File: config.mk
export PLATFORM = sky130hd
export DESIGN_NAME = mem_port_arbiter_flat
export DESIGN_NICKNAME = d
export VERILOG_FILES = /design/src/rtl/mem_port_arbiter_pkg.sv /design/src/rtl/mem_port_arbiter_if.sv /design/src/rtl/mem_port_arbiter_rr_arbiter2.sv /design/src/rtl/mem_port_arbiter.sv /design/src/flat_wrapper.sv
export SDC_FILE = /design/constraint.sdc
export NUM_CORES = 1
export LEC_CHECK = 0
export ABC_AREA = 0
export BUFFER_PORTS_ARGS = -buffer_cell sky130_fd_sc_hd__buf_4
export CAP_MARGIN = 25
export CORE_MARGIN = 2
export CORE_UTILIZATION = 35
export CTS_CLUSTER_SIZE = 40
export DETAILED_ROUTE_END_ITERATION = 10
export PLACE_DENSITY = 0.72
export RECOVER_POWER = 50
export SLEW_MARGIN = 20
export SYNTH_ARGS = -nofsm -noshare
export SYNTH_HDL_FRONTEND = slang
export SYNTH_HIERARCHICAL = 1
export SYNTH_SLANG_ARGS = --single-unit
File: constraint.sdc
create_clock -name clk -period 3 [get_ports clk]
set_clock_uncertainty 0.15 [all_clocks]
set_input_delay 0 -clock clk [delete_from_list [all_inputs] [get_ports clk]]
set_output_delay 0 -clock clk [all_outputs]
set_load 0.02 [all_outputs]
File: src/rtl/mem_port_arbiter_pkg.sv
// Shared types for the memory port arbiter: FSM state encoding, requester IDs
// and the address range check.
package mem_arb_pkg;

    typedef enum logic [0:0] {
        IDLE    = 1'b0,
        RD_WAIT = 1'b1
    } state_e;

    typedef enum logic [0:0] {
        REQ_I = 1'b0,
        REQ_D = 1'b1
    } req_id_e;

    function automatic logic in_range(input logic [31:0] addr, input logic [31:0] depth);
        return (addr < depth);
    endfunction

endpackage

File: src/rtl/mem_port_arbiter_if.sv
// Requester (I/D) and processor_memory signal bundle; the arbiter uses the
// slave modport, the requester/memory side uses master.
interface mem_port_arbiter_if #(
    parameter int WORD_SIZE = 32,
    parameter int ADDR_W    = 16
);
    logic                 i_req;
    logic [ADDR_W-1:0]    i_addr;
    logic                 i_gnt;
    logic                 i_rvalid;
    logic [WORD_SIZE-1:0] i_rdata;
    logic                 i_err;

    logic                 d_req;
    logic                 d_we;
    logic [ADDR_W-1:0]    d_addr;
    logic [WORD_SIZE-1:0] d_wdata;
    logic                 d_gnt;
    logic                 d_rvalid;
    logic [WORD_SIZE-1:0] d_rdata;
    logic                 d_err;

    logic [ADDR_W-1:0]    mem_address;
    logic [WORD_SIZE-1:0] mem_data;
    logic                 mem_wren;
    logic [WORD_SIZE-1:0] mem_q;

    modport slave (
        input  i_req, i_addr, d_req, d_we, d_addr, d_wdata, mem_q,
        output i_gnt, i_rvalid, i_rdata, i_err,
        output d_gnt, d_rvalid, d_rdata, d_err,
        output mem_address, mem_data, mem_wren
    );

    modport master (
        output i_req, i_addr, d_req, d_we, d_addr, d_wdata, mem_q,
        input  i_gnt, i_rvalid, i_rdata, i_err,
        input  d_gnt, d_rvalid, d_rdata, d_err,
        input  mem_address, mem_data, mem_wren
    );
endinterface

File: src/rtl/mem_port_arbiter_rr_arbiter2.sv
// Two-way round-robin arbiter with combinational one-hot grant; bit 0 = I,
// bit 1 = D. On contention the requester not granted last time wins.
module rr_arbiter2
    import mem_arb_pkg::*;
(
    input  logic       clk,
    input  logic       rst,
    input  logic [1:0] req,
    input  logic       en,
    output logic [1:0] gnt
);
    req_id_e last_r;

    // grant selection
    always_comb begin
        gnt = 2'b00;
        if (!en) begin
            gnt = 2'b00;
        end else if (req == 2'b11) begin
            gnt = (last_r == REQ_D) ? 2'b01 : 2'b10;
        end else begin
            gnt = req;
        end
    end

    // last-grant history, starts at I so first contention goes to D
    always_ff @(posedge clk or negedge rst) begin
        if (!rst) begin
            last_r <= REQ_I;
        end else if (gnt != 2'b00) begin
            last_r <= gnt[REQ_D] ? REQ_D : REQ_I;
        end else begin
            last_r <= last_r;
        end
    end
endmodule

File: src/rtl/mem_port_arbiter.sv
// Shares single-port processor_memory between fetch (I) and load/store (D):
// one transaction in flight, round-robin on contention, range errors answered.
module mem_port_arbiter
    import mem_arb_pkg::*;
#(
    parameter int          WORD_SIZE = 32,
    parameter int          ADDR_W    = 16,
    parameter int unsigned MEM_DEPTH = 4096
) (
    input  logic               clk,
    input  logic               rst,
    mem_port_arbiter_if.slave  bus,
    output logic               busy
);
    state_e               state_r, state_nx_s;
    req_id_e              owner_r;
    logic [1:0]           arb_gnt_s;
    logic                 arb_en_s;
    logic                 i_in_range_s, d_in_range_s;
    logic [ADDR_W-1:0]    addr_hold_r;
    logic [WORD_SIZE-1:0] data_hold_r;
    logic                 i_rvalid_r, i_err_r, d_rvalid_r, d_err_r;
    logic [WORD_SIZE-1:0] i_rdata_r, d_rdata_r;

    assign i_in_range_s = in_range(32'(bus.i_addr), 32'(MEM_DEPTH));
    assign d_in_range_s = in_range(32'(bus.d_addr), 32'(MEM_DEPTH));
    assign arb_en_s     = (state_r == IDLE) && rst;

    rr_arbiter2 u_arb (
        .clk (clk),
        .rst (rst),
        .req ({bus.d_req, bus.i_req}),
        .en  (arb_en_s),
        .gnt (arb_gnt_s)
    );

    assign bus.i_gnt    = arb_gnt_s[REQ_I];
    assign bus.d_gnt    = arb_gnt_s[REQ_D];
    assign bus.i_rvalid = i_rvalid_r;
    assign bus.i_rdata  = i_rdata_r;
    assign bus.i_err    = i_err_r;
    assign bus.d_rvalid = d_rvalid_r;
    assign bus.d_rdata  = d_rdata_r;
    assign bus.d_err    = d_err_r;
    assign busy         = (state_r != IDLE);

    // next state and memory port drive; address/data hold when idle or out of range
    always_comb begin
        state_nx_s      = state_r;
        bus.mem_address = addr_hold_r;
        bus.mem_data    = data_hold_r;
        bus.mem_wren    = 1'b0;
        case (state_r)
            IDLE: begin
                if (arb_gnt_s[REQ_I] && i_in_range_s) begin
                    bus.mem_address = bus.i_addr;
                    state_nx_s      = RD_WAIT;
                end else if (arb_gnt_s[REQ_D] && d_in_range_s) begin
                    bus.mem_address = bus.d_addr;
                    bus.mem_data    = bus.d_wdata;
                    bus.mem_wren    = bus.d_we;
                    state_nx_s      = bus.d_we ? IDLE : RD_WAIT;
                end else begin
                    state_nx_s = IDLE;
                end
            end
            RD_WAIT: state_nx_s = IDLE;
            default: state_nx_s = IDLE;
        endcase
    end

    // state, read owner and memory-port hold registers
    always_ff @(posedge clk or negedge rst) begin
        if (!rst) begin
            state_r     <= IDLE;
            owner_r     <= REQ_I;
            addr_hold_r <= {ADDR_W{1'b0}};
            data_hold_r <= {WORD_SIZE{1'b0}};
        end else begin
            state_r     <= state_nx_s;
            addr_hold_r <= bus.mem_address;
            data_hold_r <= bus.mem_data;
            if (arb_gnt_s != 2'b00) begin
                owner_r <= arb_gnt_s[REQ_D] ? REQ_D : REQ_I;
            end else begin
                owner_r <= owner_r;
            end
        end
    end

    // response pulses: read data after RD_WAIT, immediate ack for stores/errors
    always_ff @(posedge clk or negedge rst) begin
        if (!rst) begin
            i_rvalid_r <= 1'b0;
            i_err_r    <= 1'b0;
            i_rdata_r  <= {WORD_SIZE{1'b0}};
            d_rvalid_r <= 1'b0;
            d_err_r    <= 1'b0;
            d_rdata_r  <= {WORD_SIZE{1'b0}};
        end else begin
            i_rvalid_r <= 1'b0;
            i_err_r    <= 1'b0;
            d_rvalid_r <= 1'b0;
            d_err_r    <= 1'b0;
            if (state_r == RD_WAIT) begin
                if (owner_r == REQ_I) begin
                    i_rvalid_r <= 1'b1;
                    i_rdata_r  <= bus.mem_q;
                end else begin
                    d_rvalid_r <= 1'b1;
                    d_rdata_r  <= bus.mem_q;
                end
            end else if (arb_gnt_s[REQ_I] && !i_in_range_s) begin
                i_rvalid_r <= 1'b1;
                i_err_r    <= 1'b1;
                i_rdata_r  <= {WORD_SIZE{1'b0}};
            end else if (arb_gnt_s[REQ_D] && (bus.d_we || !d_in_range_s)) begin
                d_rvalid_r <= 1'b1;
                d_err_r    <= !d_in_range_s;
                d_rdata_r  <= {WORD_SIZE{1'b0}};
            end else begin
                i_rdata_r <= i_rdata_r;
                d_rdata_r <= d_rdata_r;
            end
        end
    end
endmodule

File: src/flat_wrapper.sv
// flat-port wrapper written by rule: the top's interface ports become plain ports
module mem_port_arbiter_flat import mem_arb_pkg::*;
#(
    parameter int          WORD_SIZE = 32,
    parameter int          ADDR_W    = 16,
    parameter int unsigned MEM_DEPTH = 4096
)
  (clk, rst, busy, bus_i_req, bus_i_addr, bus_d_req, bus_d_we, bus_d_addr, bus_d_wdata, bus_mem_q, bus_i_gnt, bus_i_rvalid, bus_i_rdata, bus_i_err, bus_d_gnt, bus_d_rvalid, bus_d_rdata, bus_d_err, bus_mem_address, bus_mem_data, bus_mem_wren);
  mem_port_arbiter_if #(.WORD_SIZE(WORD_SIZE), .ADDR_W(ADDR_W)) bus_i ();
  input  logic clk;
  input  logic rst;
  output logic busy;
  input wire logic [$bits(bus_i.i_req)-1:0] bus_i_req;
  input wire logic [$bits(bus_i.i_addr)-1:0] bus_i_addr;
  input wire logic [$bits(bus_i.d_req)-1:0] bus_d_req;
  input wire logic [$bits(bus_i.d_we)-1:0] bus_d_we;
  input wire logic [$bits(bus_i.d_addr)-1:0] bus_d_addr;
  input wire logic [$bits(bus_i.d_wdata)-1:0] bus_d_wdata;
  input wire logic [$bits(bus_i.mem_q)-1:0] bus_mem_q;
  output wire logic [$bits(bus_i.i_gnt)-1:0] bus_i_gnt;
  output wire logic [$bits(bus_i.i_rvalid)-1:0] bus_i_rvalid;
  output wire logic [$bits(bus_i.i_rdata)-1:0] bus_i_rdata;
  output wire logic [$bits(bus_i.i_err)-1:0] bus_i_err;
  output wire logic [$bits(bus_i.d_gnt)-1:0] bus_d_gnt;
  output wire logic [$bits(bus_i.d_rvalid)-1:0] bus_d_rvalid;
  output wire logic [$bits(bus_i.d_rdata)-1:0] bus_d_rdata;
  output wire logic [$bits(bus_i.d_err)-1:0] bus_d_err;
  output wire logic [$bits(bus_i.mem_address)-1:0] bus_mem_address;
  output wire logic [$bits(bus_i.mem_data)-1:0] bus_mem_data;
  output wire logic [$bits(bus_i.mem_wren)-1:0] bus_mem_wren;
  assign bus_i.i_req = bus_i_req;
  assign bus_i.i_addr = bus_i_addr;
  assign bus_i.d_req = bus_d_req;
  assign bus_i.d_we = bus_d_we;
  assign bus_i.d_addr = bus_d_addr;
  assign bus_i.d_wdata = bus_d_wdata;
  assign bus_i.mem_q = bus_mem_q;
  assign bus_i_gnt = bus_i.i_gnt;
  assign bus_i_rvalid = bus_i.i_rvalid;
  assign bus_i_rdata = bus_i.i_rdata;
  assign bus_i_err = bus_i.i_err;
  assign bus_d_gnt = bus_i.d_gnt;
  assign bus_d_rvalid = bus_i.d_rvalid;
  assign bus_d_rdata = bus_i.d_rdata;
  assign bus_d_err = bus_i.d_err;
  assign bus_mem_address = bus_i.mem_address;
  assign bus_mem_data = bus_i.mem_data;
  assign bus_mem_wren = bus_i.mem_wren;
  mem_port_arbiter #(.WORD_SIZE(WORD_SIZE), .ADDR_W(ADDR_W), .MEM_DEPTH(MEM_DEPTH)) u_core (.clk(clk), .rst(rst), .bus(bus_i), .busy(busy));
endmodule
; ---- Word level (Yosys, flattened, before mapping)
; Cells that the tools add are included.
; W data, S select, Z words.
[word_totals]
reg_bits = 118
out_inout_bits = 120
mem_bits_rw = 0
latchBits = 0
romBits = 0
wordCells = 65
in_bits = 101
memories = 0
[classes]
n_reduce_logical = 13
n_div = 0
bitwise_logic = 1
n_mul = 0
muxes = 35
shifts = 0
add_sub_neg = 0
magnitude_cmp = 2
eq_ne = 4
[op_table]
columns = cell, count
row1 = $mux W32, 10
row2 = $mux W16, 3
row3 = $lt A16 B13 Y1 const B, 2
row4 = $mux W1, 18
row5 = $mux W2, 3
row6 = $reduce_bool A2 Y1, 3
row7 = $logic_and A1 B1 Y1, 5
row8 = $ne A2 B2 Y1 const B, 2
row9 = $reduce_and A3 Y1, 1
row10 = $eq A2 B2 Y1 const B, 1
row11 = $logic_not A1 Y1, 2
row12 = $ne A2 B1 Y1 const B, 1
row13 = $pmux W1 S2, 1
row14 = $reduce_and A2 Y1, 1
row15 = $logic_or A1 B1 Y1, 1
row16 = $not A1 Y1, 1

; ---- Logic depth before layout (Yosys ltp)
; Gate-level depths: netlist of run 1.
[depth]
word_depth = 7
ltp_mapped = 10
ltp_nobuf = 6

; ---- Modules after synthesis
; The synthesis of run 1 kept the hierarchy.
[modules_own_cells]
columns = module, seq_area_each_um2, n_inst, cells_each, area_each_um2
row1 = mem_port_arbiter, 2952.8, 1, 482, 5242.5
row2 = rr_arbiter2, 25.0, 1, 8, 61.3

; ---- Worst setup path after synthesis of run 1
; No wires, ideal clock.
[synth_timing]
kind = reg2reg
start = reg u_core.state_r (netlist: u_core/busy)
end = reg u_core.addr_hold_r[10]
path_slack_ns = -0.257
path_buffers = 4
synth_period_minus_slack_ns = 3.257
stages_incl_launch_ff = 11
t_required_ns = 2.656
t_arrival_ns = 2.914
setup_time_ns = 0.194
cell_sequence = dfrtp_1 clkbuf_1 clkbuf_1 nor2b_1 nand2_1 a21oi_1 nor2b_1 o2bb2a_4 buf_6 buf_6 a221oi_1
[synth_between]
elab_chain_len = 7
word_cells_on_any_way = 8
classes_between = mux (4) / bitwise (1) / reduce/logical (3)
[synth_lines]
columns = element, line
row1 = from (decl), mem_port_arbiter.sv:15  ; state_e state_r, state_nx_s;
row2 = from (signal assigned), mem_port_arbiter.sv:80  ; state_r <= state_nx_s;
row3 = $not A1 Y1, mem_port_arbiter.sv:27  ; assign arb_en_s = (state_r == IDLE) && rst;
row4 = $logic_and A1 B1 Y1, mem_port_arbiter.sv:27
row5 = via u_core.arb_en_s, mem_port_arbiter.sv:18  ; logic arb_en_s;
row6 = $mux W2, mem_port_arbiter_rr_arbiter2.sv:17  ; if (!en) begin
row7 = via bus_d_gnt, flat_wrapper.sv:24  ; output wire logic [$bits(bus_i.d_gnt)-1:0] bus_d_gnt;
row8 = $logic_and A1 B1 Y1, mem_port_arbiter.sv:58  ; end else if (arb_gnt_s[REQ_D] && d_in_range_s) begin
row9 = $mux W16, mem_port_arbiter.sv:58
row10 = $mux W16, mem_port_arbiter.sv:55  ; if (arb_gnt_s[REQ_I] && i_in_range_s) begin
row11 = $mux W16, mem_port_arbiter.sv:53  ; case (state_r)
row12 = via bus_mem_address[10], flat_wrapper.sv:28  ; output wire logic [$bits(bus_i.mem_address)-1:0] bus_mem_address;
row13 = to (signal assigned), mem_port_arbiter.sv:77  ; addr_hold_r <= {ADDR_W{1'b0}};
row14 = to (signal assigned), mem_port_arbiter.sv:81  ; addr_hold_r <= bus.mem_address;
row15 = to (decl), mem_port_arbiter.sv:20  ; logic [ADDR_W-1:0] addr_hold_r;
; The timed path passes the listed nets, and every way through them passes these cells.
; A chain may end at the register's enable or synchronous reset.

; ---- Worst setup path after layout of run 1
[layout_timing]
start = reg u_core.state_r (netlist: u_core/busy)
end = out bus_mem_data[1]
[layout_between]
elab_chain_len = 7
word_cells_on_any_way = 8
classes_between = mux (4) / bitwise (1) / reduce/logical (3)
[layout_lines]
columns = element, line
row1 = $not A1 Y1 (*), mem_port_arbiter.sv:27
row2 = $logic_and A1 B1 Y1 (*), mem_port_arbiter.sv:27
row3 = via u_core.arb_en_s, mem_port_arbiter.sv:18
row4 = $mux W2 (*), mem_port_arbiter_rr_arbiter2.sv:17
row5 = $logic_and A1 B1 Y1, mem_port_arbiter.sv:58
row6 = $mux W32, mem_port_arbiter.sv:58
row7 = $mux W32 (*), mem_port_arbiter.sv:55
row8 = $mux W32 (*), mem_port_arbiter.sv:53
row9 = to (decl), flat_wrapper.sv:29  ; output wire logic [$bits(bus_i.mem_data)-1:0] bus_mem_data;
; The timed path passes the listed nets; every way through them passes the cells marked *.

==> summary by stage, run 1 <==
Run status
The run finished, with violations left. The checks that failed: capacitance limit, slew limit.

Yosys
Of the post-synthesis cell area, the dominant cell type holds 56.1%. The count of state elements after synthesis is 119. The most frequently used cell type in the post-synthesis netlist is sky130_fd_sc_hd__nand2_1. The count of cell types in the netlist is 30. The share of the Yosys chip area taken by registers is 56.1%. The number of synthesis warnings is 6. The synthesized area divided by synthesized cell count is between 10 and 15 µm². The mapped netlist covers 5300 µm². For this run, asynchronously set or reset flops after synthesis account for between 90% and 100%. Summed over all instances, the cell type with the most area after synthesis is sky130_fd_sc_hd__dfrtp_1. The number of enable flip-flop cells after synthesis is 0. In the post-synthesis netlist, the biggest area contributors are sky130_fd_sc_hd__dfrtp_1 56%, sky130_fd_sc_hd__nand2_1 9.3%, sky130_fd_sc_hd__mux2_2 7.9%, sky130_fd_sc_hd__mux2_4 7.6%, sky130_fd_sc_hd__o21ai_0 6.0%.

Synthesis produced a netlist whose cell count is between 400 and 500. The top flip-flop cell by instance count after synthesis is sky130_fd_sc_hd__dfrtp_1. The commonest cells after synthesis are 131 x sky130_fd_sc_hd__nand2_1, 119 x sky130_fd_sc_hd__dfrtp_1, 64 x sky130_fd_sc_hd__o21ai_0. Counting every net in the synthesized netlist gives between 500 and 600.

Critical path
The worst setup path is of the reg -> out kind. The kind of start point of the critical path is a register. The arrival time at the worst endpoint is between 2 and 3 ns. The worst setup path is captured at an output port. Of all nets on the critical path, the largest fanout is 34. For the worst setup path, the data required time is 2.85 ns.

Flow run
The number of max-cap violations is 1.

CTS
Clock-pin slew was measured on the worst setup and hold paths at ~0.060 ns. The clock passes through at most 2 buffers. TritonCTS built the clock tree.

The clock root buffer is sky130_fd_sc_hd__clkbuf_16. The number of H-tree levels is 4. The total CTS buffers is 17.

The clock latency of the later-clocked register in the worst-skew pair is 0.40 ns. The clock sink count is ~120.

Place
The routability congestion estimate is roughly 0.86. Buffers placed on the I/O ports in this run total 220. The pre-CTS worst setup slack is approximately 0.5 ns. Detailed placement finished with a half-perimeter wire length of about 10000 µm.

Counting tap cells, the placed design contains a total of roughly 870 instances.

Layout
The non-filler instance count after layout is 1001. The layout cell share with drive strength beyond 1 is roughly a third. The final core utilization is a little under three fifths.

The area overhead of the layout relative to synthesis is 58.1%. The final layout net count is between 900 and 1000.

Global route
The number of global-route vias before repair is 5079. After global routing the overflow that remains totals 0. Across every metal layer, demand over resource in global routing totals between 20% and 30%.

The initial antenna violation count is 0. The first-pass GRT wire length is ~26000 µm. Entering global routing, the biggest net connects roughly 70 pins.

Timing
Setup repair after global routing left no endpoint under its margin. Counting I/O delays and the setup requirement, the final critical path takes approximately 2.9 ns. The final-report max-slew violation count is 60. The final worst setup slack is ~0.14 ns. The post-route clock period utilization is between 90 and 100%. Summed over all failing endpoints, the final setup total negative slack is 0 ns. For the pin with the worst max-slew slack, the measured transition is around 1.5 ns. Based on the critical path, the design can be clocked at up to 0.349 GHz. The count of endpoints failing setup in the final report is 0. The headroom to the max-slew limit is -1.16%.

The count of endpoints failing hold in the final timing report was 0.

Drt
After the first detailed-routing iteration, the DRC count stood at between 150 and 200. The average wire per cell in the routed design is approximately 16 µm. The routed design has between 15000 and 20000 µm of wire. The sum of met2 wire segment lengths after detailed routing is roughly 8400 µm. The total DRC errors in the routed layout is 0. The uppermost layer routed is met4. The final route contains just under 5000 vias. After detailed routing, the wire length on met1 is approximately 6900 µm.

The total met3 wirelength after detailed routing is roughly 1000 µm. The pre-antenna-repair detailed-routing pass consisted of 4 iterations. The count of nets left with antenna violations once routing finished came out at 0. The average vias per placed instance is between 4 and 5.

Power and ir drop
The leakage component of the power is between 3 and 4 nW. Across the VDD grid, the largest voltage drop is approximately 0.53 mV. The power density over the cells is about 590 nW/µm².

Floorplanning
Measured along the y axis, the die boundary spans around 130 µm. The core region is about 15000 µm². The effective utilization at floorplan is between 30% and 40%. The die covers around 16000 µm². The number of top-level pins is 221. The floorplan has 44 rows.

Measured along the x axis, the die boundary spans 127 µm.

Hold path
The worst min-delay path class is in -> reg.
## registers in the layout, summed over array words and instances, names as in the netlist
name and flops:
u_core/bus.i_err 1, u_core/bus.i_rvalid 1, u_core/bus.d_err 1, u_core/bus.i_rdata 32, u_core/u_arb/last_r 1, u_core/data_hold_r 32, u_core/addr_hold_r 16, u_core/bus.d_rvalid 1
u_core/bus.d_rdata 32, u_core/busy 1, u_core/owner_r 1
## area by class of cell
class                      instances  area [µm²]
antenna                            1        2.50
sequential                       119        2980
clock inverter                    10        70.1
timing repair buffer             329        2450
multi-input combinational        310        2060
fill                            1264        6260
inverter                          26        97.6
clock buffer                      22         494
tap                              184         230
## cells by family after synthesis
family,count (synthesis),share of synthesized area [%]
flops,119,56.1
compound gates,85,10.0
simple gates,160,12.4
buf+inv,61,5.73
mux,65,15.7
## timing repair
item / in CTS / in global routing
hold buffers: 96 / 0
buffers inserted: 0 / 0
setup endpoints to repair: 0 / 32
gates resized for setup: 0 / 1
hold endpoints to repair: 170 / 0
## report_power, final
part | switching, mW | total, mW | internal (mW)
clock network | 0.731 | 1.89 | 1.16
registers | 0.0840 | 1.85 | 1.77
logic | 0.580 | 1.20 | 0.625
total | 1.40 | 4.95 | 3.56
## routing by layer
metal	up-vias	track usage, %
li1	2265	-
met1	2351	24.8
met2	176	35.8
met3	14	5.90
met4	0	5.95
met5	-	0
## critical path: stages, from the launching register on
cell and delay, ns:
sky130_fd_sc_hd__dfrtp_2 0.40, sky130_fd_sc_hd__nor2b_1 0.20, sky130_fd_sc_hd__nand2_1 0.13, sky130_fd_sc_hd__a21oi_2 0.17, sky130_fd_sc_hd__nor2b_1 0.24, sky130_fd_sc_hd__o211a_4 0.32, sky130_fd_sc_hd__buf_12 0.28, sky130_fd_sc_hd__mux2_2 0.39
sky130_fd_sc_hd__buf_4 0.16
## per-stage QoR
| stage | instance area (µm²) | hold WS (ns) | power [mW] |
|---|---|---|---|
| finish | 8390 | 0.191 | 4.95 |
| floorplan | 5340 | -0.446 | 2.45 |
| detailed placement | 7140 | 0.0670 | 2.94 |
| CTS | 8670 | 0.0271 | 5.01 |
| global placement | 7140 | 0.0639 | 2.91 |
| global route | 8380 | 0.203 | 5.16 |
## layout by cell type (no fill, tap or decap), types with 2 or more instances in the layout
| cell | synthesis | routed |
|---|---|---|
| sky130_fd_sc_hd__dfrtp_1 | 119 | 118 |
| sky130_fd_sc_hd__or2_2 | 2 | 2 |
| sky130_fd_sc_hd__a21oi_1 | 3 | 2 |
| sky130_fd_sc_hd__clkbuf_8 | 0 | 5 |
| sky130_fd_sc_hd__and2_1 | 6 | 6 |
| sky130_fd_sc_hd__nand2_1 | 131 | 131 |
| sky130_fd_sc_hd__inv_1 | 26 | 26 |
| sky130_fd_sc_hd__mux2_4 | 27 | 27 |
| sky130_fd_sc_hd__clkinvlp_4 | 0 | 5 |
| sky130_fd_sc_hd__or4_1 | 2 | 2 |
| sky130_fd_sc_hd__clkinv_2 | 0 | 3 |
| sky130_fd_sc_hd__a221oi_1 | 9 | 4 |
| sky130_fd_sc_hd__o21ai_0 | 64 | 64 |
| sky130_fd_sc_hd__buf_4 | 0 | 159 |
| sky130_fd_sc_hd__clkbuf_2 | 0 | 2 |
| sky130_fd_sc_hd__a21oi_2 | 1 | 2 |
| sky130_fd_sc_hd__clkbuf_16 | 0 | 17 |
| sky130_fd_sc_hd__clkbuf_1 | 23 | 70 |
| sky130_fd_sc_hd__dlygate4sd3_1 | 0 | 96 |
| sky130_fd_sc_hd__and3_1 | 2 | 2 |
| sky130_fd_sc_hd__a221oi_2 | 3 | 8 |
| sky130_fd_sc_hd__nor3_1 | 12 | 12 |
| sky130_fd_sc_hd__nor2b_1 | 2 | 2 |
| sky130_fd_sc_hd__mux2_2 | 37 | 37 |
## final timing paths
path,slack [ns],cells past startpoint,endpoint,startpoint
worst max-delay path,0.14,8,bus_mem_data[1],u_core/busy
worst min-delay path,0.19,5,u_core/bus.d_rdata[13],bus_i_addr[13]
worst max register to register,0.23,8,u_core/addr_hold_r[4],u_core/busy
worst min register to register,0.34,1,u_core/addr_hold_r[14],u_core/addr_hold_r[14]
max in group asynchronous,0.48,4,u_core/addr_hold_r[1],rst
min in group asynchronous,0.55,3,u_core/addr_hold_r[8],rst
(Power assumes the default switching activity.)
==> run 2, diff against run 1 <==
--- a/config.mk
+++ b/config.mk
@@ -12,7 +12,7 @@
 export CORE_UTILIZATION = 35
 export CTS_CLUSTER_SIZE = 40
 export DETAILED_ROUTE_END_ITERATION = 10
-export PLACE_DENSITY = 0.72
+export PLACE_DENSITY = 0.75
 export RECOVER_POWER = 50
 export SLEW_MARGIN = 20
 export SYNTH_ARGS = -nofsm -noshare
==> constraint.sdc (replaced) <==
create_clock -name clk -period 2.6 [get_ports clk]
set_clock_uncertainty 0.15 [all_clocks]
set_input_delay 0 -clock clk [delete_from_list [all_inputs] [get_ports clk]]
set_output_delay 0 -clock clk [all_outputs]
set_load 0.02 [all_outputs]
==> run 2 against run 1 <==
- the run now ends clean
- cell count up 1.4%
- register-to-register slack worse by 0.09 ns
- non-clock buffer count up 14
- hold slack worse by 0.0079 ns
- critical endpoint is now bus_mem_address[6]
- largest cell class unchanged
==> summary by stage, run 2 (same netlist as run 1, synthesis figures left out) <==
Global route
The maximum number of pins on one net before global-route repair came to 74 (+2.8%). The final global-route overflow total was 0 (unchanged). The initial antenna violation count was 0 (unchanged). The first-pass GRT wire length was 27400 µm (+3.8%). The overall fraction of global-route tracks in use is 21.7% (+1.2 points). The number of global-route vias before repair is 5202 (+2.4%).

Floorplanning
The die area is 16200 µm² (unchanged). The chip width is 127 µm (unchanged). The effective utilization at floorplan was 36.2% (unchanged).

The number of top-level pins is 221 (unchanged). The area inside the core boundary is 14600 µm² (unchanged). The site row count came to 44 (unchanged). The die extent in y came to 127 µm (unchanged).

Place
The post-placement cell area came to 7360 µm² (+3.1%). The number of buffers added on ports is 220 (unchanged). The number of placed instances, taps included is 875 (+0.34%). The estimated wirelength of the detail-placed design is 10400 µm (+0.41%). The routability congestion estimate is 0.830 (-3.0%).

Critical path
The number of cells traversed by the worst register-to-register path is 10 (+2). The endpoint of the worst register-to-register path is u_core/bus.i_rdata[10]. The internal reg-to-reg setup slack is 0.14 ns (-0.09 ns). The arrival time at the worst endpoint is 2.42 ns (-0.29 ns). The kind of end point of the critical path is an output port. The startpoint identified for the worst register-to-register timing path is u_core/busy.

The start-to-end type of the worst setup path is in -> out. The worst-path maximum fanout is 10 (-71%). The endpoint required time on the critical path was 2.45 ns (-0.40 ns). The worst setup path is launched from a primary input.

Timing
The count of endpoints failing hold in the final timing report is 0 (unchanged). The post-route clock period utilization is a little over nine tenths. The transition time at the pin with the least slew margin is 1.22 ns (-0.297 ns). The final-report max-slew violation count was 0 (-100%).

The count of endpoints failing setup in the final report was 0 (unchanged). Setup repair after global routing could not meet its margin everywhere. The headroom to the max-slew limit is 18.6% (+20 points). The worst path in the final design needs a cycle of between 2 and 3 ns, including I/O delays and setup. The achievable frequency is ~0.39 GHz.

Layout
The area taken by multi-input logic gates is 2310 µm² (+12%). The layout cell share with drive strength beyond 1 was 35.0% (+1.4 points). In the layout the commonest cells are 164 x sky130_fd_sc_hd__buf_4, 130 x sky130_fd_sc_hd__nand2_1, 117 x sky130_fd_sc_hd__dfrtp_1. The filler cell count in the final layout is 1214 (-4.0%). The non-filler instance count after layout was 1015 (+1.4%). The library cell used most frequently in the layout, excluding fill and tap cells, is sky130_fd_sc_hd__buf_4.

The number of antenna diodes is 0 (-1). The final design instance area without fill is 8860 µm² (+5.7%). The final layout net count came to 920 (+1.8%). From synthesis to final layout, the design area changed by 67.1%. The register area is 2980 µm² (about the same).

Hold path
The number of cells traversed by the worst hold path is 5 (unchanged). The worst hold path terminates at u_core/addr_hold_r[3]. In this run the most critical hold path is launched from bus_d_addr[12].

The min-delay analysis places its worst path in the category in -> reg.

Power and ir drop
The power density over the cells came to 683 nW/µm² (+16%). The worst IR drop on VDD is 0.426 mV (-19%). The leakage component of the power is 4.11 nW (+4.6%).

CTS
The clock root buffer is sky130_fd_sc_hd__clkbuf_16. The post-CTS clock slew at the launch and capture registers of the worst setup and hold paths was 0.05 ns (about the same). The clock latency of the later-clocked register in the worst-skew pair is 0.40 ns (about the same). The total CTS buffers is 17 (unchanged).

The number of H-tree levels was 4 (unchanged). The buffer depth of the longest clock path is 2 (unchanged). The clock sink count was 119 (unchanged).

TritonCTS built the clock tree.

Drt
The total number of vias is 4879 (+1.5%). The number of iterations in the first detailed-routing pass is 4 (unchanged). The average vias per placed instance is 4.81 (+0.12%). The post-route antenna net violation count came to 0 (unchanged). The DRC violation total after the first TritonRoute iteration is 224 (+14%). The total length of routed wires came to 17500 µm (+6.1%). The average wire per cell in the routed design was 17.2 µm (+4.6%). The total DRC errors in the routed layout is 0 (unchanged).

Flow run
The number of max-cap violations is 0 (-1).

Run status
The flow ran to the end, and the final reports show no timing, DRC or antenna violations.
[run 2: cell count changes in the layout (fill, tap and decap cells not counted), sizes merged]
| cell | delta |
|---|---|
| dlygate4sd3 | +4 |
| inv | -1 |
| o2bb2a | +2 |
| diode | -1 |
| clkinv | -3 |
| clkinvlp | -2 |
| bufinv | +4 |
| clkbuf | -1 |
| buf | +12 |
[run 2: timing repair]
item                                   CTS  global route
setup buffers                            5             0
endpoints found under the hold margin  158             0
gates resized for setup                  1            13
hold buffers                           100             0
gates cloned                             1             2
setup endpoints to repair               32            54
pin swaps                                1             3
[run 2: worst max-delay path by stage]
stage	start	to	slack, ns	cells past startpoint
2_1_floorplan	u_core/busy	u_core/addr_hold_r[10]	0.008	10
3_3_place_gp	u_core/busy	bus_mem_data[2]	0.37	8
3_5_place_dp	u_core/busy	bus_mem_data[1]	0.33	8
4_1_cts	u_core/busy	bus_mem_address[0]	0.02	8
5_1_grt	u_core/busy	bus_mem_address[5]	-0.05	9
6_report	bus_i_addr[13]	bus_mem_address[6]	0.03	7
[run 2: cell type report]
type | count | share of cell area, %
sequential | 119 | 33.6
timing repair buffer | 343 | 29.7
multi-input combinational | 312 | 26.1
clock buffer | 23 | 5.17
tap | 184 | 2.60
clock inverter | 8 | 1.67
inverter | 26 | 1.10
[run 2: power by group]
group / internal [mW] / switching, mW
Sequential: 2.04 / 0.106
Clock: 1.62 / 0.808
Combinational: 0.779 / 0.692
Total: 4.44 / 1.61
[run 2: per-stage QoR]
| step | setup TNS, ns | setup WS, ns | hold WS (ns) | power, mW | utilization [%] |
|---|---|---|---|---|---|
| after floorplan | 0 | 0.00774 | -0.446 | 2.93 | - |
| after global placement | 0 | 0.375 | 0.00681 | 3.47 | 50.3 |
| after detailed placement | 0 | 0.327 | 0.0184 | 3.49 | 50.3 |
| after CTS | 0 | 0.0174 | 0.143 | 6.08 | 61.7 |
| after global routing | -0.725 | -0.0534 | 0.174 | 6.31 | 60.5 |
| final | 0 | 0.0318 | 0.183 | 6.05 | 60.5 |
[run 2: routing by layer]
layer	vias up	part of all wire [%]	global-route usage [%]	wire, µm
met5	-	0	0	0
met2	182	50	36.8	8740
met4	0	1.9	7.82	330
met3	28	5.3	6.57	919
li1	2298	-	-	-
met1	2371	43	26.3	7490
[run 2: critical path, stage by stage]
cell	delay, ns
sky130_fd_sc_hd__dlygate4sd3_1	0.56
sky130_fd_sc_hd__buf_4	0.15
sky130_fd_sc_hd__or4_1	0.58
sky130_fd_sc_hd__buf_4	0.25
sky130_fd_sc_hd__o2bb2a_2	0.37
sky130_fd_sc_hd__a221oi_4	0.32
sky130_fd_sc_hd__buf_4	0.19
==> run 3, diff against run 2 <==
--- a/config.mk
+++ b/config.mk
@@ -8,11 +8,12 @@
 export ABC_AREA = 0
 export BUFFER_PORTS_ARGS = -buffer_cell sky130_fd_sc_hd__buf_4
 export CAP_MARGIN = 25
+export CORE_ASPECT_RATIO = 0.6
 export CORE_MARGIN = 2
-export CORE_UTILIZATION = 35
+export CORE_UTILIZATION = 30
 export CTS_CLUSTER_SIZE = 40
 export DETAILED_ROUTE_END_ITERATION = 10
-export PLACE_DENSITY = 0.75
+export PLACE_DENSITY = 0.67
 export RECOVER_POWER = 50
 export SLEW_MARGIN = 20
 export SYNTH_ARGS = -nofsm -noshare
==> run 3 against run 2 <==
- sequential power barely moved
- hold slack got worse by 0.13 ns
- count of clock-buffer cells in the layout fell by 3
- sequential cell count did not move
- combinational power rose by 9.5%
- via count fell by 1.6%
- register-to-register slack got worse by 0.07 ns
- non-clock buffer count did not move
==> summary by stage, run 3 (same netlist as run 1, synthesis figures left out) <==
Floorplanning
The number of top-level pins is 221 (unchanged). The chip width is 176 µm (+38%). The area inside the core boundary is 17200 µm² (+18%). The die extent in y is 107 µm (-16%).

The die area is 18800 µm² (+16%). The effective utilization at floorplan is 30.8% (-5.4 points). The site row count is 37 (-16%).

Power and ir drop
The total net switching power is 1.68 mW (+4.4%). The net switching share of the total power is 28.1% (+1.6 points). The proportion of power drawn by flip-flops and latches came to 35.9% (+0.4 points). The power density over the cells is 666 nW/µm² (-2.4%).

The total power draw is 5.96 mW (-1.5%). The internal power component was 4.28 mW (-3.6%). The relative contribution of combinational cells to total power came to 27.0% (+2.7 points). The leakage component of the power is 4.14 nW (+0.78%). The worst IR drop on VDD came to 0.353 mV (-17%). The clock network fraction of total power is 37.1% (-3.1 points).

Timing
The achievable frequency is 0.394 GHz (+1.2%). The final-report max-slew violation count is 0 (unchanged). The worst hold margin is 0.0533 ns (-0.129 ns). The final worst setup slack is 0.0617 ns (+0.0299 ns).

The time the final worst path needs with I/O delays and setup is 2.54 ns (-0.0299 ns). The post-route clock period utilization is 97.6% (-1.1 points). Setup repair after global routing could not meet its margin everywhere. The count of endpoints failing setup in the final report is 0 (unchanged). The headroom to the max-slew limit came to 41.0% (+22 points).

The post-route setup TNS is 0 ns (unchanged). The transition time at the pin with the least slew margin was 0.885 ns (-0.335 ns). The count of endpoints failing hold in the final timing report is 0 (unchanged).

Layout
The area overhead of the layout relative to synthesis is 68.6%. The filler cell count in the final layout was 1511 (+24%). The library cells used most frequently in the layout, excluding fill and tap cells, are 148 x sky130_fd_sc_hd__buf_4, 130 x sky130_fd_sc_hd__nand2_1, 118 x sky130_fd_sc_hd__dfrtp_1.

The final design instance area without fill came to 8940 µm² (+0.95%). The layout cell share with drive strength beyond 1 was 36.0% (+1.0 points). The final layout net count is 918 (-0.22%).

The final core utilization is 51.9% (-8.6 points). The non-filler instance count after layout is 1064 (+4.8%). The commonest non-fill, non-tap cell in the layout is sky130_fd_sc_hd__buf_4. The number of antenna diodes came to 0 (unchanged).

Critical path
The arrival time at the worst endpoint is 2.39 ns (-0.03 ns). The internal reg-to-reg setup slack is 0.07 ns (-0.07 ns). The start-to-end type of the worst setup path is reg -> out.

The kind of start point of the critical path is a register. The endpoint required time on the critical path came to 2.45 ns (about the same). The kind of end point of the critical path is an output port.

The worst-path maximum fanout is 6 (-4).

Global route
The maximum number of pins on one net before global-route repair is 70 (-5.4%). The overall fraction of global-route tracks in use is 18.7% (-3.1 points). The number of global-route vias before repair is 5018 (-3.5%). The initial antenna violation count is 0 (unchanged). The first-pass GRT wire length was 27200 µm (-0.63%). The final global-route overflow total is 0 (unchanged).

Drt
The average wire per cell in the routed design is 16.7 µm (-3.2%). The number of iterations in the first detailed-routing pass is 4 (unchanged). The DRC violation total after the first TritonRoute iteration came to 235 (+4.9%). The total length of routed wires was 17700 µm (+1.5%).

The average vias per placed instance is 4.51 (-6.2%). The post-route antenna net violation count is 0 (unchanged). The total DRC errors in the routed layout is 0 (unchanged).

The total number of vias was 4799 (-1.6%).

Place
The estimated wirelength of the detail-placed design is 10800 µm (+3.6%). The routability congestion estimate was 0.769 (-7.3%). The number of buffers added on ports was 220 (unchanged). The number of placed instances, taps included is 925 (+5.7%).

The pre-CTS worst setup slack is 0.314 ns (-0.0132 ns). The post-placement cell area is 7430 µm² (+1.0%).

CTS
The clock sink count is 119 (unchanged). The root buffer cell chosen for the clock tree is sky130_fd_sc_hd__clkbuf_16. The clock tree from TritonCTS is yes.

The number of H-tree levels was 4 (unchanged). The buffer depth of the longest clock path is 2 (unchanged). The post-CTS clock slew at the launch and capture registers of the worst setup and hold paths is 0.06 ns (about the same). The total CTS buffers came to 17 (unchanged). The clock latency of the later-clocked register in the worst-skew pair is 0.40 ns (about the same).

Hold path
In this run the worst hold path is classified as in -> reg.

Flow run
The number of max-cap violations is 0 (unchanged).

Run status
The run finished with clean final reports.
[run 3: cell types whose count changed in the layout (fill, tap and decap cells not counted), moves of 2 or more]
cell and delta:
sky130_fd_sc_hd__clkbuf_1 -5, sky130_fd_sc_hd__buf_6 +23, sky130_fd_sc_hd__buf_4 -16, sky130_fd_sc_hd__o2bb2a_2 -2
sky130_fd_sc_hd__dlygate4sd3_1 -9, sky130_fd_sc_hd__clkinv_2 +4, sky130_fd_sc_hd__bufinv_16 -3, sky130_fd_sc_hd__dlymetal6s4s_1 +5
[run 3: repair_timing]
item / CTS / global route
hold buffers: 96 / 0
hold endpoints to repair: 163 / 0
gates resized for setup: 3 / 38
setup buffers: 4 / 6
setup endpoints to repair: 32 / 48
pin swaps: 1 / 2
cloned: 0 / 1
[run 3: area by class of cell]
class                      instances  area [µm²]  share of cell area [%]
inverter                          26        97.6                    1.09
tap                              234         293                    3.27
multi-input combinational        310        2300                    25.7
clock buffer                      20         457                    5.11
clock inverter                    12         103                    1.15
timing repair buffer             343        2720                    30.4
sequential                       119        2980                    33.3
[run 3: power by group through the flow]
stage	sequential (mW)	clock, mW	combinational, mW
6_report	2.14	2.21	1.61
5_1_grt	2.16	2.37	1.70
3_5_place_dp	2.17	0	1.35
4_1_cts	2.13	2.27	1.53
2_1_floorplan	2.17	0	0.758
3_3_place_gp	2.17	0	1.33
[run 3: final timing paths]
path,startpoint,to,cells after the start
worst max-delay path,u_core/busy,bus_mem_address[0],9
worst min-delay path,bus_i_addr[3],u_core/addr_hold_r[3],4
worst max register to register,u_core/busy,u_core/addr_hold_r[10],8
worst min register to register,u_core/addr_hold_r[14],u_core/addr_hold_r[14],1
max in group asynchronous,rst,u_core/bus.i_rdata[22],4
min in group asynchronous,rst,u_core/addr_hold_r[15],3
[run 3: metal layers]
| layer | global-route usage, % | vias up | wire (µm) |
|---|---|---|---|
| met4 | 5.02 | 0 | 212 |
| met5 | 0 | - | 0 |
| met1 | 24.5 | 2339 | 8130 |
| met2 | 29.8 | 151 | 8240 |
| li1 | - | 2296 | - |
| met3 | 6.03 | 13 | 1160 |
[run 3: worst max-delay path: stages, from the launching register on]
cell and delay, ns:
sky130_fd_sc_hd__dfrtp_2 0.45, sky130_fd_sc_hd__nor2b_4 0.17, sky130_fd_sc_hd__nand2_1 0.10, sky130_fd_sc_hd__a21oi_4 0.15, sky130_fd_sc_hd__inv_2 0.07, sky130_fd_sc_hd__o211a_4 0.31
sky130_fd_sc_hd__buf_6 0.13, sky130_fd_sc_hd__buf_4 0.18, sky130_fd_sc_hd__a221oi_4 0.27, sky130_fd_sc_hd__buf_6 0.16
